--- src/rtl/spi_reg_pkg.sv ---
// Shared definitions for the SPI register bridge: FSM state encoding, opcode
// bit layout and the default read-timeout / error-byte values.
package spi_reg_pkg;

    localparam int          ADDR_W         = 7;
    localparam int          OPC_WR_BIT     = 7;
    localparam int unsigned RD_TIMEOUT_DEF = 15;
    localparam logic [7:0]  ERR_BYTE_DEF   = 8'hEE;

    typedef enum logic [1:0] {
        IDLE    = 2'd0,
        WR_DATA = 2'd1,
        RD_WAIT = 2'd2,
        RD_NEXT = 2'd3
    } state_t;

endpackage

--- src/rtl/spi_reg_bridge_if.sv ---
// Byte-stream and register-bus signals of the SPI register bridge.
//   rx_data_valid / rx_byte      : bytes from the SPI slave
//   tx_data_valid / tx_byte      : byte to load into the SPI shifter
//   reg_addr / reg_wdata         : register address and write data
//   reg_wr / reg_rd              : 1-cycle register strobes
//   reg_rdata / reg_rdata_valid  : register read return
//   rd_timeout                   : 1-cycle pulse when a read is never answered
//   busy                         : bridge is inside a frame
// Modport slave is the bridge itself; master is its environment.
interface spi_reg_bridge_if;
    import spi_reg_pkg::*;

    logic              rx_data_valid;
    logic [7:0]        rx_byte;
    logic              tx_data_valid;
    logic [7:0]        tx_byte;
    logic [ADDR_W-1:0] reg_addr;
    logic [7:0]        reg_wdata;
    logic              reg_wr;
    logic              reg_rd;
    logic [7:0]        reg_rdata;
    logic              reg_rdata_valid;
    logic              rd_timeout;
    logic              busy;

    modport slave (
        input  rx_data_valid, rx_byte, reg_rdata, reg_rdata_valid,
        output tx_data_valid, tx_byte, reg_addr, reg_wdata, reg_wr, reg_rd,
               rd_timeout, busy
    );

    modport master (
        output rx_data_valid, rx_byte, reg_rdata, reg_rdata_valid,
        input  tx_data_valid, tx_byte, reg_addr, reg_wdata, reg_wr, reg_rd,
               rd_timeout, busy
    );

endinterface

--- src/rtl/sync_2ff.sv ---
// Two-flop synchroniser for a single asynchronous control input.
//   clk   : destination clock
//   rst_b : asynchronous active-low reset, both flops load RST_VAL
//   d     : asynchronous input
//   q     : synchronised output
module sync_2ff #(
    parameter logic RST_VAL = 1'b0
) (
    input  logic clk,
    input  logic rst_b,
    input  logic d,
    output logic q
);

    logic meta;

    always_ff @(posedge clk or negedge rst_b) begin
        if (!rst_b) begin
            meta <= RST_VAL;
            q    <= RST_VAL;
        end else begin
            meta <= d;
            q    <= meta;
        end
    end

endmodule

--- src/rtl/spi_reg_bridge.sv ---
// Turns received SPI bytes into register read/write transactions and returns
// read data to the SPI slave for shifting out on MISO.
// Frame: opcode {wr, addr[6:0]} then data bytes (write) or dummy bytes (read);
// bursts auto-increment the address modulo 128.
//   i_sys_clk  : system clock
//   i_rst_b    : asynchronous active-low reset
//   i_spi_cs_b : raw SPI chip select, frames are delimited by its rise
//   bus        : byte stream and register bus (spi_reg_bridge_if.slave)
//
//   state   | meaning
//   --------+-----------------------------------------------------------
//   IDLE    | waiting for an opcode byte
//   WR_DATA | each rx byte is written, address advances after the write
//   RD_WAIT | read issued, waiting for read data or timeout
//   RD_NEXT | read byte handed to the shifter, dummy byte triggers next read
module spi_reg_bridge
    import spi_reg_pkg::*;
#(
    parameter int unsigned RD_TIMEOUT = RD_TIMEOUT_DEF,
    parameter logic [7:0]  ERR_BYTE   = ERR_BYTE_DEF
) (
    input  logic            i_sys_clk,
    input  logic            i_rst_b,
    input  logic            i_spi_cs_b,
    spi_reg_bridge_if.slave bus
);

    localparam logic [7:0] TO_LAST = 8'(RD_TIMEOUT - 1);

    state_t            state, state_nxt;
    logic              cs_b_sync;
    logic [7:0]        to_cnt, to_cnt_nxt;
    logic [ADDR_W-1:0] addr, addr_nxt, addr_cur;
    logic [7:0]        wdata, wdata_nxt;
    logic [7:0]        tx_byte, tx_byte_nxt;
    logic              wr, wr_nxt;
    logic              rd, rd_nxt;
    logic              tx_vld, tx_vld_nxt;
    logic              to_pls, to_pls_nxt;

    sync_2ff #(.RST_VAL(1'b1)) u_cs_sync (
        .clk   (i_sys_clk),
        .rst_b (i_rst_b),
        .d     (i_spi_cs_b),
        .q     (cs_b_sync)
    );

    always_ff @(posedge i_sys_clk or negedge i_rst_b) begin
        if (!i_rst_b) begin
            state   <= IDLE;
            to_cnt  <= '0;
            addr    <= '0;
            wdata   <= '0;
            tx_byte <= '0;
            wr      <= 1'b0;
            rd      <= 1'b0;
            tx_vld  <= 1'b0;
            to_pls  <= 1'b0;
        end else begin
            state   <= state_nxt;
            to_cnt  <= to_cnt_nxt;
            addr    <= addr_nxt;
            wdata   <= wdata_nxt;
            tx_byte <= tx_byte_nxt;
            wr      <= wr_nxt;
            rd      <= rd_nxt;
            tx_vld  <= tx_vld_nxt;
            to_pls  <= to_pls_nxt;
        end
    end

    always_comb begin
        // The write strobe cycle still presents the written address; the
        // increment lands one cycle later, so a byte arriving in that very
        // cycle must already use the advanced address.
        addr_cur    = wr ? addr + 1'b1 : addr;
        state_nxt   = state;
        addr_nxt    = addr_cur;
        to_cnt_nxt  = to_cnt;
        wdata_nxt   = wdata;
        tx_byte_nxt = tx_byte;
        wr_nxt      = 1'b0;
        rd_nxt      = 1'b0;
        tx_vld_nxt  = 1'b0;
        to_pls_nxt  = 1'b0;

        if (cs_b_sync) begin
            state_nxt = IDLE;
        end else begin
            case (state)
                IDLE: begin
                    if (bus.rx_data_valid) begin
                        addr_nxt = bus.rx_byte[ADDR_W-1:0];
                        if (bus.rx_byte[OPC_WR_BIT]) begin
                            state_nxt = WR_DATA;
                        end else begin
                            rd_nxt     = 1'b1;
                            to_cnt_nxt = '0;
                            state_nxt  = RD_WAIT;
                        end
                    end
                end
                WR_DATA: begin
                    if (bus.rx_data_valid) begin
                        wr_nxt    = 1'b1;
                        wdata_nxt = bus.rx_byte;
                    end
                end
                RD_WAIT: begin
                    // Read data wins over a timeout expiring in the same cycle.
                    if (bus.reg_rdata_valid) begin
                        tx_byte_nxt = bus.reg_rdata;
                        tx_vld_nxt  = 1'b1;
                        addr_nxt    = addr_cur + 1'b1;
                        state_nxt   = RD_NEXT;
                    end else if (to_cnt == TO_LAST) begin
                        tx_byte_nxt = ERR_BYTE;
                        tx_vld_nxt  = 1'b1;
                        to_pls_nxt  = 1'b1;
                        addr_nxt    = addr_cur + 1'b1;
                        state_nxt   = RD_NEXT;
                    end else begin
                        to_cnt_nxt = to_cnt + 8'd1;
                    end
                end
                RD_NEXT: begin
                    if (bus.rx_data_valid) begin
                        rd_nxt     = 1'b1;
                        to_cnt_nxt = '0;
                        state_nxt  = RD_WAIT;
                    end
                end
                default: state_nxt = IDLE;
            endcase
        end
    end

    assign bus.tx_data_valid = tx_vld;
    assign bus.tx_byte       = tx_byte;
    assign bus.reg_addr      = addr;
    assign bus.reg_wdata     = wdata;
    assign bus.reg_wr        = wr;
    assign bus.reg_rd        = rd;
    assign bus.rd_timeout    = to_pls;
    assign bus.busy          = (state != IDLE);

endmodule
--- src/flat_wrapper.sv ---
// flat-port wrapper written by rule: the top's interface ports become plain ports
module spi_reg_bridge_flat import spi_reg_pkg::*;
#(
    parameter int unsigned RD_TIMEOUT = RD_TIMEOUT_DEF,
    parameter logic [7:0]  ERR_BYTE   = ERR_BYTE_DEF
)
  (i_sys_clk, i_rst_b, i_spi_cs_b, bus_rx_data_valid, bus_rx_byte, bus_reg_rdata, bus_reg_rdata_valid, bus_tx_data_valid, bus_tx_byte, bus_reg_addr, bus_reg_wdata, bus_reg_wr, bus_reg_rd, bus_rd_timeout, bus_busy);
  spi_reg_bridge_if bus_i ();
  input  logic i_sys_clk;
  input  logic i_rst_b;
  input  logic i_spi_cs_b;
  input wire logic [$bits(bus_i.rx_data_valid)-1:0] bus_rx_data_valid;
  input wire logic [$bits(bus_i.rx_byte)-1:0] bus_rx_byte;
  input wire logic [$bits(bus_i.reg_rdata)-1:0] bus_reg_rdata;
  input wire logic [$bits(bus_i.reg_rdata_valid)-1:0] bus_reg_rdata_valid;
  output wire logic [$bits(bus_i.tx_data_valid)-1:0] bus_tx_data_valid;
  output wire logic [$bits(bus_i.tx_byte)-1:0] bus_tx_byte;
  output wire logic [$bits(bus_i.reg_addr)-1:0] bus_reg_addr;
  output wire logic [$bits(bus_i.reg_wdata)-1:0] bus_reg_wdata;
  output wire logic [$bits(bus_i.reg_wr)-1:0] bus_reg_wr;
  output wire logic [$bits(bus_i.reg_rd)-1:0] bus_reg_rd;
  output wire logic [$bits(bus_i.rd_timeout)-1:0] bus_rd_timeout;
  output wire logic [$bits(bus_i.busy)-1:0] bus_busy;
  assign bus_i.rx_data_valid = bus_rx_data_valid;
  assign bus_i.rx_byte = bus_rx_byte;
  assign bus_i.reg_rdata = bus_reg_rdata;
  assign bus_i.reg_rdata_valid = bus_reg_rdata_valid;
  assign bus_tx_data_valid = bus_i.tx_data_valid;
  assign bus_tx_byte = bus_i.tx_byte;
  assign bus_reg_addr = bus_i.reg_addr;
  assign bus_reg_wdata = bus_i.reg_wdata;
  assign bus_reg_wr = bus_i.reg_wr;
  assign bus_reg_rd = bus_i.reg_rd;
  assign bus_rd_timeout = bus_i.rd_timeout;
  assign bus_busy = bus_i.busy;
  spi_reg_bridge #(.RD_TIMEOUT(RD_TIMEOUT), .ERR_BYTE(ERR_BYTE)) u_core (.i_sys_clk(i_sys_clk), .i_rst_b(i_rst_b), .i_spi_cs_b(i_spi_cs_b), .bus(bus_i));
endmodule
--- config.mk ---
export PLATFORM = sky130hd
export DESIGN_NAME = spi_reg_bridge_flat
export DESIGN_NICKNAME = d
export VERILOG_FILES = /design/src/rtl/spi_reg_pkg.sv /design/src/rtl/spi_reg_bridge_if.sv /design/src/rtl/sync_2ff.sv /design/src/rtl/spi_reg_bridge.sv /design/src/flat_wrapper.sv
export SDC_FILE = /design/constraint.sdc
export NUM_CORES = 1
export LEC_CHECK = 0
export ABC_AREA = 1
export ABC_CLOCK_PERIOD_IN_PS = 1800
export BUFFER_PORTS_ARGS = -buffer_cell sky130_fd_sc_hd__buf_4
export CORE_MARGIN = 4
export CORE_UTILIZATION = 49
export DETAILED_ROUTE_END_ITERATION = 16
export PLACE_DENSITY_LB_ADDON = 0.2
export SLEW_MARGIN = 0
export SYNTH_ARGS = -nofsm -noshare
export SYNTH_HDL_FRONTEND = slang
export SYNTH_HIERARCHICAL = 1
export SYNTH_SLANG_ARGS = --single-unit
--- constraint.sdc ---
create_clock -name i_sys_clk -period 1.8 [get_ports i_sys_clk]
set_clock_uncertainty 0.15 [all_clocks]
set_input_delay 0.18 -clock i_sys_clk [delete_from_list [all_inputs] [get_ports i_sys_clk]]
set_output_delay 0.18 -clock i_sys_clk [all_outputs]
set_load 0.1 [all_outputs]
==> impl_metrics.ini, run 1 <==
[outcome]
status = finished with violations
violations = setup timing

[global_route]
antenna_found_initial = 0
gr-total-overflow = 0
use_met2 = 0.318
use_met1 = 0.252
busiest_layer = met2
grt_first_pass_wirelength_um = 9400
first_global_vias = 2148
grt_use_met3 = 0.0462
grt_max_degree = 40
grtUsageTotal = 0.194

[synth]
syn_area_per_cell_um2 = 7.53
synth_commonest_cells = nand2_1 (78), inv_1 (41), o21ai_0 (41), dfrtp_1 (37), nor2_1 (27)
yosysTopAreaCellShare = 0.410
synth-seq-cells = 39
synth_flop_cell = dfrtp_1
ys_seq_area_frac = 0.433
synth_nets = 330
synthTopCellsByArea = dfrtp_1 (41%), nand2_1 (13%), o21ai_0 (9.1%)
syn_inst = 300
yosys_warnings = 6
syn_area_um2 = 2260
ys_types = 31
yosysTopAreaCell = dfrtp_1
synth.most_common_cell = nand2_1
synth_edf_count = 0
synth-async-reset-ratio = 1.00

[placement]
dp_cells = 421
place_area_um2 = 2910
dp_hpwl_um = 3860
place_congestion = 0.867
port_buffers = 48

[critical_path]
required_ps = 1840
timing.rr.start = u_core/bus.reg_addr[0]
cp-start-kind = flop
cp_top_family = simple AND/OR/NAND/NOR gates
arrival_ps = 1910
critPathCaptureType = flop
critPathKind = reg -> reg
crit_chain = ha_4, nand2_2, inv_2, nor2_4, inv_2, ha_4, nand2_4, nor2_4, nand3_2, nand3_1, nand2_1, nand2_1, nand2_1
critical-path-max-stage-delay_ps = 490
rrSetupSlack_ps = -60
r2r_end = u_core/bus.reg_addr[6]
cp_num_buf_inv = 2
ff2ff_path_depth = 13
cp-endpoint = u_core/bus.reg_addr[6]
path_depth = 13
cp_common_cell = nand2_1
crit_fanout = 4
cp_slowest_cell = dfrtp_4
crit_start = u_core/bus.reg_addr[0]

[floorplan]
dieArea_um2 = 5760
start_util = 0.512
die_height_um = 75.9
io_pins = 49
coreArea_um2 = 4410
row_count = 24
die_w_um = 75.9

[timing]
fmax_mhz = 537
hold_viol = 0
layout_setup_ws_ps = -62.9
period_share = 1.03
worstMarginPinSlew_ps = 494
slew_viol_final = 0
rsz0062_at_grt = yes
period_needed_ps = 1860
setup_viol_count_final = 7
slew_headroom = 0.670

[cts]
cts_buffers = 5
cts_tree = built
clockRootBuffer = clkbuf_8
path_clk_slew_ps = 80
clock_latency_ps = 290
cts.path.max_buffers = 2
h-tree-depth = 2
clkSinkCount = 39

[routing]
wl_per_cell_um = 12.9
drtIter0Drc = 186
drc = 0
firstDrtPassIters = 4
antenna_left = 0
wl_um = 5780
via_count = 2266
vias_per_cell = 5.07

[layout]
antennaDiodeCount = 0
drive_above_1_share = 0.354
fillCellCount = 331
area_delta_synth_final_pct = 47.2
finish.instance_area_um2 = 3330
stdcell_count = 447
nets = 424

[worst_hold_path]
hold_path_class = in -> reg

[job]
max_cap_violations = 0
==> cell usage in the layout (no fill, tap or decap), drive strengths merged <==
| cell | count |
|---|---|
| clkinvlp | 1 |
| o211ai | 2 |
| o21bai | 3 |
| o31ai | 3 |
| nand3 | 17 |
| clkinv | 2 |
| nand2 | 81 |
| o21ai | 43 |
| buf | 82 |
| nor3 | 1 |
| o21a | 1 |
| nor2 | 33 |
| clkbuf | 7 |
| nor4 | 2 |
| inv | 41 |
| ha | 9 |
| o22ai | 1 |
| dlygate4sd3 | 10 |
| a21oi | 13 |
| nand4 | 2 |
| dfrtp | 37 |
| dfstp | 2 |
| xor2 | 2 |
==> final cells by class <==
type | count | area [um^2] | share of cell area
clock buffers | 7 | 96.3 | 0.0290
clock inverters | 1 | 7.51 | 0.00226
inverters | 43 | 179 | 0.0538
multi-input cells | 213 | 1240 | 0.373
flip-flops and latches | 39 | 993 | 0.299
well taps | 52 | 65.1 | 0.0196
repair buffers | 92 | 743 | 0.223
==> worst min-delay path, delay by kind of cell <==
kind                   cells  cell delay, ps
AND/OR/NAND/NOR            2             160
buffers and inverters      1              80
==> registers in the layout (all words and copies together), names as in the netlist <==
name and flops:
u_core/bus.tx_data_valid 1, u_core/bus.reg_addr 7, u_core/bus.tx_byte 8, u_core/state 2, u_core/u_cs_sync/q 1, u_core/bus.reg_rd 1
u_core/bus.reg_wr 1, u_core/u_cs_sync/meta 1, u_core/to_cnt 8, u_core/bus.reg_wdata 8, u_core/bus.rd_timeout 1
==> through the flow <==
step	setup slack (ps)	hold WS (ps)	utilization	TNS, ps
2_1_floorplan	-191	-266	-	-855
3_3_place_gp	-14.7	33.6	0.659	-14.7
6_report	-62.9	12.3	0.753	-293
3_5_place_dp	-70.0	37.6	0.659	-192
4_1_cts	-60.9	22.7	0.711	-194
5_1_grt	-231	13.0	0.753	-1790
==> what timing repair did <==
item                                    in CTS  in global routing
hold endpoints to repair                    46                  0
pin swaps                                    6                 11
hold buffers                                10                  0
buffers inserted                             1                  6
resized for setup                            7                 34
gates cloned                                 0                  1
endpoints found under the setup margin      10                 25
==> routing by layer <==
| metal | vias to the layer above | share of wire |
|---|---|---|
| met5 | - | 0 |
| met4 | 0 | 0.011 |
| met3 | 7 | 0.042 |
| met2 | 47 | 0.51 |
| met1 | 1056 | 0.44 |
| li1 | 1156 | - |
==> kinds of logic after synthesis <==
kind of cell / count (synthesis) / share of synthesized area
compound gates: 66 / 0.162
xor+xnor: 2 / 0.00775
fa+ha+maj: 9 / 0.0498
buf+inv: 49 / 0.0869
flops: 39 / 0.433
simple gates: 135 / 0.261
==> how the worst min path moves through the flow <==
stage,start,endpoint,slack (ps),depth (start not counted)
after detailed placement,i_rst_b,u_core/to_cnt[5],40,1
after floorplan,i_rst_b,u_core/bus.rd_timeout,-270,0
after global placement,i_rst_b,u_core/to_cnt[6],30,1
after global routing,bus_reg_rdata[0],u_core/bus.tx_byte[0],10,3
after CTS,bus_rx_byte[2],u_core/bus.reg_wdata[2],20,3
final,bus_reg_rdata[0],u_core/bus.tx_byte[0],10,3
Power of run 1 is not shown: default switching activity piles up to over one toggle a cycle in this logic, so the estimate is an artifact.
==> run 2: changes to the inputs <==
--- a/config.mk
+++ b/config.mk
@@ -8,8 +8,10 @@
 export ABC_AREA = 1
 export ABC_CLOCK_PERIOD_IN_PS = 1800
 export BUFFER_PORTS_ARGS = -buffer_cell sky130_fd_sc_hd__buf_4
+export CELL_PAD_IN_SITES_DETAIL_PLACEMENT = 0
+export CELL_PAD_IN_SITES_GLOBAL_PLACEMENT = 2
 export CORE_MARGIN = 4
-export CORE_UTILIZATION = 49
+export CORE_UTILIZATION = 27
 export DETAILED_ROUTE_END_ITERATION = 16
 export PLACE_DENSITY_LB_ADDON = 0.2
 export SLEW_MARGIN = 0
==> run 2 against run 1 <==
Compared with the run above:
- the flow still finishes with violations (setup timing)
- worst hold slack improved by 6.1 ps
- largest cell class unchanged
- critical endpoint unchanged
- utilization fell by 33 points
- final cell count is 13% higher
- register-to-register slack is essentially flat
- fmax is 0.22% lower
- routed wire length is 3.6% higher
==> impl_metrics.ini, run 2 (same netlist as run 1, synthesis figures left out) <==
[routing]
via_count = 2218
drtIter0Drc = 79
wl_um = 5990
antenna_left = 0
firstDrtPassIters = 5
drc = 0
vias_per_cell = 4.37
wl_per_cell_um = 11.8

[cts]
clock_latency_ps = 290
clockRootBuffer = clkbuf_8
clkSinkCount = 39
cts_tree = built
cts_buffers = 5
cts.path.max_buffers = 2
path_clk_slew_ps = 80
h-tree-depth = 2

[critical_path]
ff2ff_path_depth = 13
timing.rr.start = u_core/bus.reg_addr[0]
critPathKind = reg -> reg
critPathCaptureType = flop
arrival_ps = 1900
crit_fanout = 4
rrSetupSlack_ps = -70
cp-start-kind = flop
crit_start = u_core/bus.reg_addr[0]
required_ps = 1840
r2r_end = u_core/bus.reg_addr[6]

[timing]
period_needed_ps = 1870
fin_tns_setup_ps = -124
layout_setup_ws_ps = -67.0
setup_viol_count_final = 2
rsz0062_at_grt = yes
worstMarginPinSlew_ps = 500
hold_viol = 0
period_share = 1.04
slew_viol_final = 0
fmax_mhz = 536
slew_headroom = 0.666

[floorplan]
io_pins = 49
dieArea_um2 = 9900
die_height_um = 99.5
die_w_um = 99.5
row_count = 33
start_util = 0.276
coreArea_um2 = 8180

[global_route]
grt_first_pass_wirelength_um = 10200
grt_max_degree = 40
antenna_found_initial = 0
grtUsageTotal = 0.126
gr-total-overflow = 0
first_global_vias = 2132

[layout]
nets = 431
final_common_cell = buf_4
finish.instance_area_um2 = 3500
mostFrequentLayoutCells = buf_4 (84), nand2_1 (74), inv_1 (35)
area_delta_synth_final_pct = 54.8
utilization = 0.428
antennaDiodeCount = 0
drive_above_1_share = 0.381

[placement]
place_area_um2 = 3030
place_congestion = 0.714
dp_hpwl_um = 4370
port_buffers = 48

[worst_hold_path]
hold_start = bus_rx_byte[6]
hold_path_class = in -> reg
hold_depth = 3
min_to = u_core/bus.reg_wdata[6]

[job]
max_cap_violations = 0

[outcome]
violations = setup timing
status = finished with violations
-- run 2: per-layer routing --
metal / up-vias / wire (um) / track usage
li1: 1163 / - / -
met1: 1012 / 3070 / 0.182
met5: - / 0 / 0
met4: 0 / 65 / 0.0378
met2: 36 / 2620 / 0.189
met3: 7 / 230 / 0.0281
-- run 2: critical path: stages, from the launching register on --
cell     delay, ps
dfrtp_4        490
ha_4           270
nand2_2         50
inv_2           60
nor2_4          40
inv_2           70
ha_4           140
nand2_4         60
nor2_4         130
nand3_1        100
nand3_2         70
nand2_1         40
nand2_1         50
nand2_1         50
-- run 2: area by class of cell --
| class | instances | area [um^2] |
|---|---|---|
| repair buffers | 99 | 807 |
| fillers | 840 | 4680 |
| clock inverters | 2 | 35.0 |
| multi-input cells | 213 | 1280 |
| clock buffers | 6 | 82.6 |
| inverters | 43 | 169 |
| flip-flops and latches | 39 | 993 |
| well taps | 105 | 131 |
-- run 2: timing repair --
| item | 4_1_cts | 5_1_grt |
|---|---|---|
| setup buffers | 2 | 7 |
| hold endpoints to repair | 47 | 0 |
| gates resized for setup | 6 | 44 |
| hold buffers | 11 | 0 |
| gates cloned | 0 | 1 |
| pin swaps | 5 | 15 |
| setup endpoints to repair | 8 | 26 |
-- run 2: how the worst max path moves through the flow --
stage	end	slack, ps	cells after the start
after floorplan	u_core/bus.reg_addr[6]	-190	14
after global placement	u_core/bus.reg_addr[6]	-50	14
after detailed placement	u_core/bus.reg_addr[6]	-70	14
after CTS	u_core/bus.reg_addr[6]	-80	11
after global routing	u_core/bus.reg_addr[4]	-210	13
final	u_core/bus.reg_addr[6]	-70	13
-- run 2: metrics by stage --
stage          std cells  hold WS (ps)  worst slack, ps
3_3_place_gp         478          50.4            -45.0
4_1_cts              499          11.7            -84.7
5_1_grt              507          33.5             -206
3_5_place_dp         478          44.2            -67.7
2_1_floorplan        300          -266             -191
6_report             507          18.4            -67.0
Power of run 2 is left out for the same reason.
==> run 3: changes to the inputs <==
==> constraint.sdc (replaced) <==
create_clock -name i_sys_clk -period 1.8 [get_ports i_sys_clk]
set_clock_uncertainty 0.15 [all_clocks]
set_input_delay 0.09 -clock i_sys_clk [delete_from_list [all_inputs] [get_ports i_sys_clk]]
set_output_delay 0.09 -clock i_sys_clk [all_outputs]
set_load 0.1 [all_outputs]
==> run 3 against run 2 <==
Compared with the run above:
- non-clock buffer count increased by 6
- design area increased by 1.5%
- worst setup slack improved by 25 ps
- the flow still finishes with violations (setup timing)
- largest cell class unchanged
- critical path type unchanged
- sequential cell count unchanged
- register-to-register slack improved by 30 ps
- via count increased by 2.7%
- first-iteration DRC count increased by 47%
- sequential share of layout area decreased by 0.43 points
- final cell count increased by 1.2%
- global-route usage increased by 0.12 points
- critical path depth increased by 1
- routed wire length increased by 3.2%
==> impl_metrics.ini, run 3 (same netlist as run 1, synthesis figures left out) <==
[outcome]
status = finished with violations
violations = setup timing

[routing]
drc = 0
vias_per_cell = 4.44
firstDrtPassIters = 4
wl_per_cell_um = 12.1
via_count = 2278
antenna_left = 0
drtIter0Drc = 116
wl_um = 6180

[layout]
final_common_cell = buf_4
utilization = 0.434
antennaDiodeCount = 0
drive_above_1_share = 0.370
multi_input_area_um2 = 1300
area_delta_synth_final_pct = 57.1
fillCellCount = 842
mostFrequentLayoutCells = buf_4 (79), nand2_1 (73), inv_1 (36)
nets = 437
register_area_um2 = 993
stdcell_count = 513
finish.instance_area_um2 = 3550

[floorplan]
die_height_um = 99.5
row_count = 33
coreArea_um2 = 8180
dieArea_um2 = 9900
io_pins = 49
start_util = 0.276
die_w_um = 99.5

[critical_path]
ff2ff_path_depth = 14
crit_start = u_core/bus.reg_addr[1]
r2r_end = u_core/bus.reg_addr[6]
required_ps = 1830
critPathKind = reg -> reg
arrival_ps = 1880
rrSetupSlack_ps = -40
cp-start-kind = flop
critPathCaptureType = flop
crit_fanout = 4
timing.rr.start = u_core/bus.reg_addr[1]
cp-endpoint = u_core/bus.reg_addr[6]

[global_route]
first_global_vias = 2180
grtUsageTotal = 0.128
gr-total-overflow = 0
antenna_found_initial = 0
grt_first_pass_wirelength_um = 10300
grt_max_degree = 40

[cts]
cts.path.max_buffers = 2
cts_tree = built
path_clk_slew_ps = 80
clockRootBuffer = clkbuf_8
clkSinkCount = 39
cts_buffers = 5
h-tree-depth = 2
clock_latency_ps = 290

[timing]
slew_headroom = 0.665
rsz0062_at_grt = yes
worstMarginPinSlew_ps = 502
hold_viol = 0
setup_viol_count_final = 6
layout_setup_ws_ps = -41.9
slew_viol_final = 0
period_share = 1.02
fmax_mhz = 543
period_needed_ps = 1840

[placement]
place_area_um2 = 3020
dp_cells = 477
place_ws_ps = -69.3
dp_hpwl_um = 4350
place_congestion = 0.735
port_buffers = 48

[worst_hold_path]
hold_path_class = in -> async

[job]
max_cap_violations = 0
## run 3: cell count changes in the layout (fill, tap and decap cells not counted), moves of 3 or more
cell,delta
dlygate4sd3_1,+9
buf_4,-5
o21ai_0,-5
o21ai_1,+4
buf_6,+3
## run 3: area by class of cell
type | instances | area share
Clock buffer | 7 | 0.0215
Clock inverter | 1 | 0.00141
Inverter | 43 | 0.0476
Multi-Input combinational cell | 213 | 0.365
Sequential cell | 39 | 0.280
Tap cell | 105 | 0.0370
Timing Repair Buffer | 105 | 0.247
## run 3: what timing repair did
item / CTS / global route
cloned: 0 / 1
buffers inserted: 3 / 5
gates resized for setup: 10 / 50
endpoints found under the hold margin: 58 / 0
hold buffers: 20 / 0
pin swaps: 4 / 12
setup endpoints to repair: 8 / 25
## run 3: through the flow
stage / setup TNS [ps] / hold slack [ps]
floorplan: -855 / -356
global placement: -62.5 / -38.7
detailed placement: -214 / -39.5
CTS: -109 / 177
global route: -1650 / 205
finish: -163 / 157
## run 3: worst min path at each step
stage	end	slack (ps)	from	cells past startpoint
2_1_floorplan	u_core/bus.rd_timeout	-360	i_rst_b	0
5_1_grt	u_core/to_cnt[3]	210	i_rst_b	2
3_5_place_dp	u_core/to_cnt[3]	-40	i_rst_b	1
6_report	u_core/to_cnt[3]	160	i_rst_b	2
4_1_cts	u_core/to_cnt[3]	180	i_rst_b	2
3_3_place_gp	u_core/to_cnt[3]	-40	i_rst_b	1
## run 3: worst max-delay path, cell delays in order (launching register included)
cell and delay [ps]:
dfrtp_4 490, ha_4 240, nand2_2 60, inv_2 40, nor2_4 100, inv_2 60
ha_4 160, nand2_4 70, nor2_4 40, nand2_1 50, nand2_1 50, nand3_1 70
nand2_1 50, nand2_1 50, nand2_1 40
## run 3: routing by layer
layer  vias up  GRT usage  wire length [um]
met2        43      0.196              2790
li1       1177          -                 -
met1      1052      0.180              3040
met5         -          0                 0
met3         6     0.0259               264
met4         0     0.0410                85
Power of run 3 is left out for the same reason.
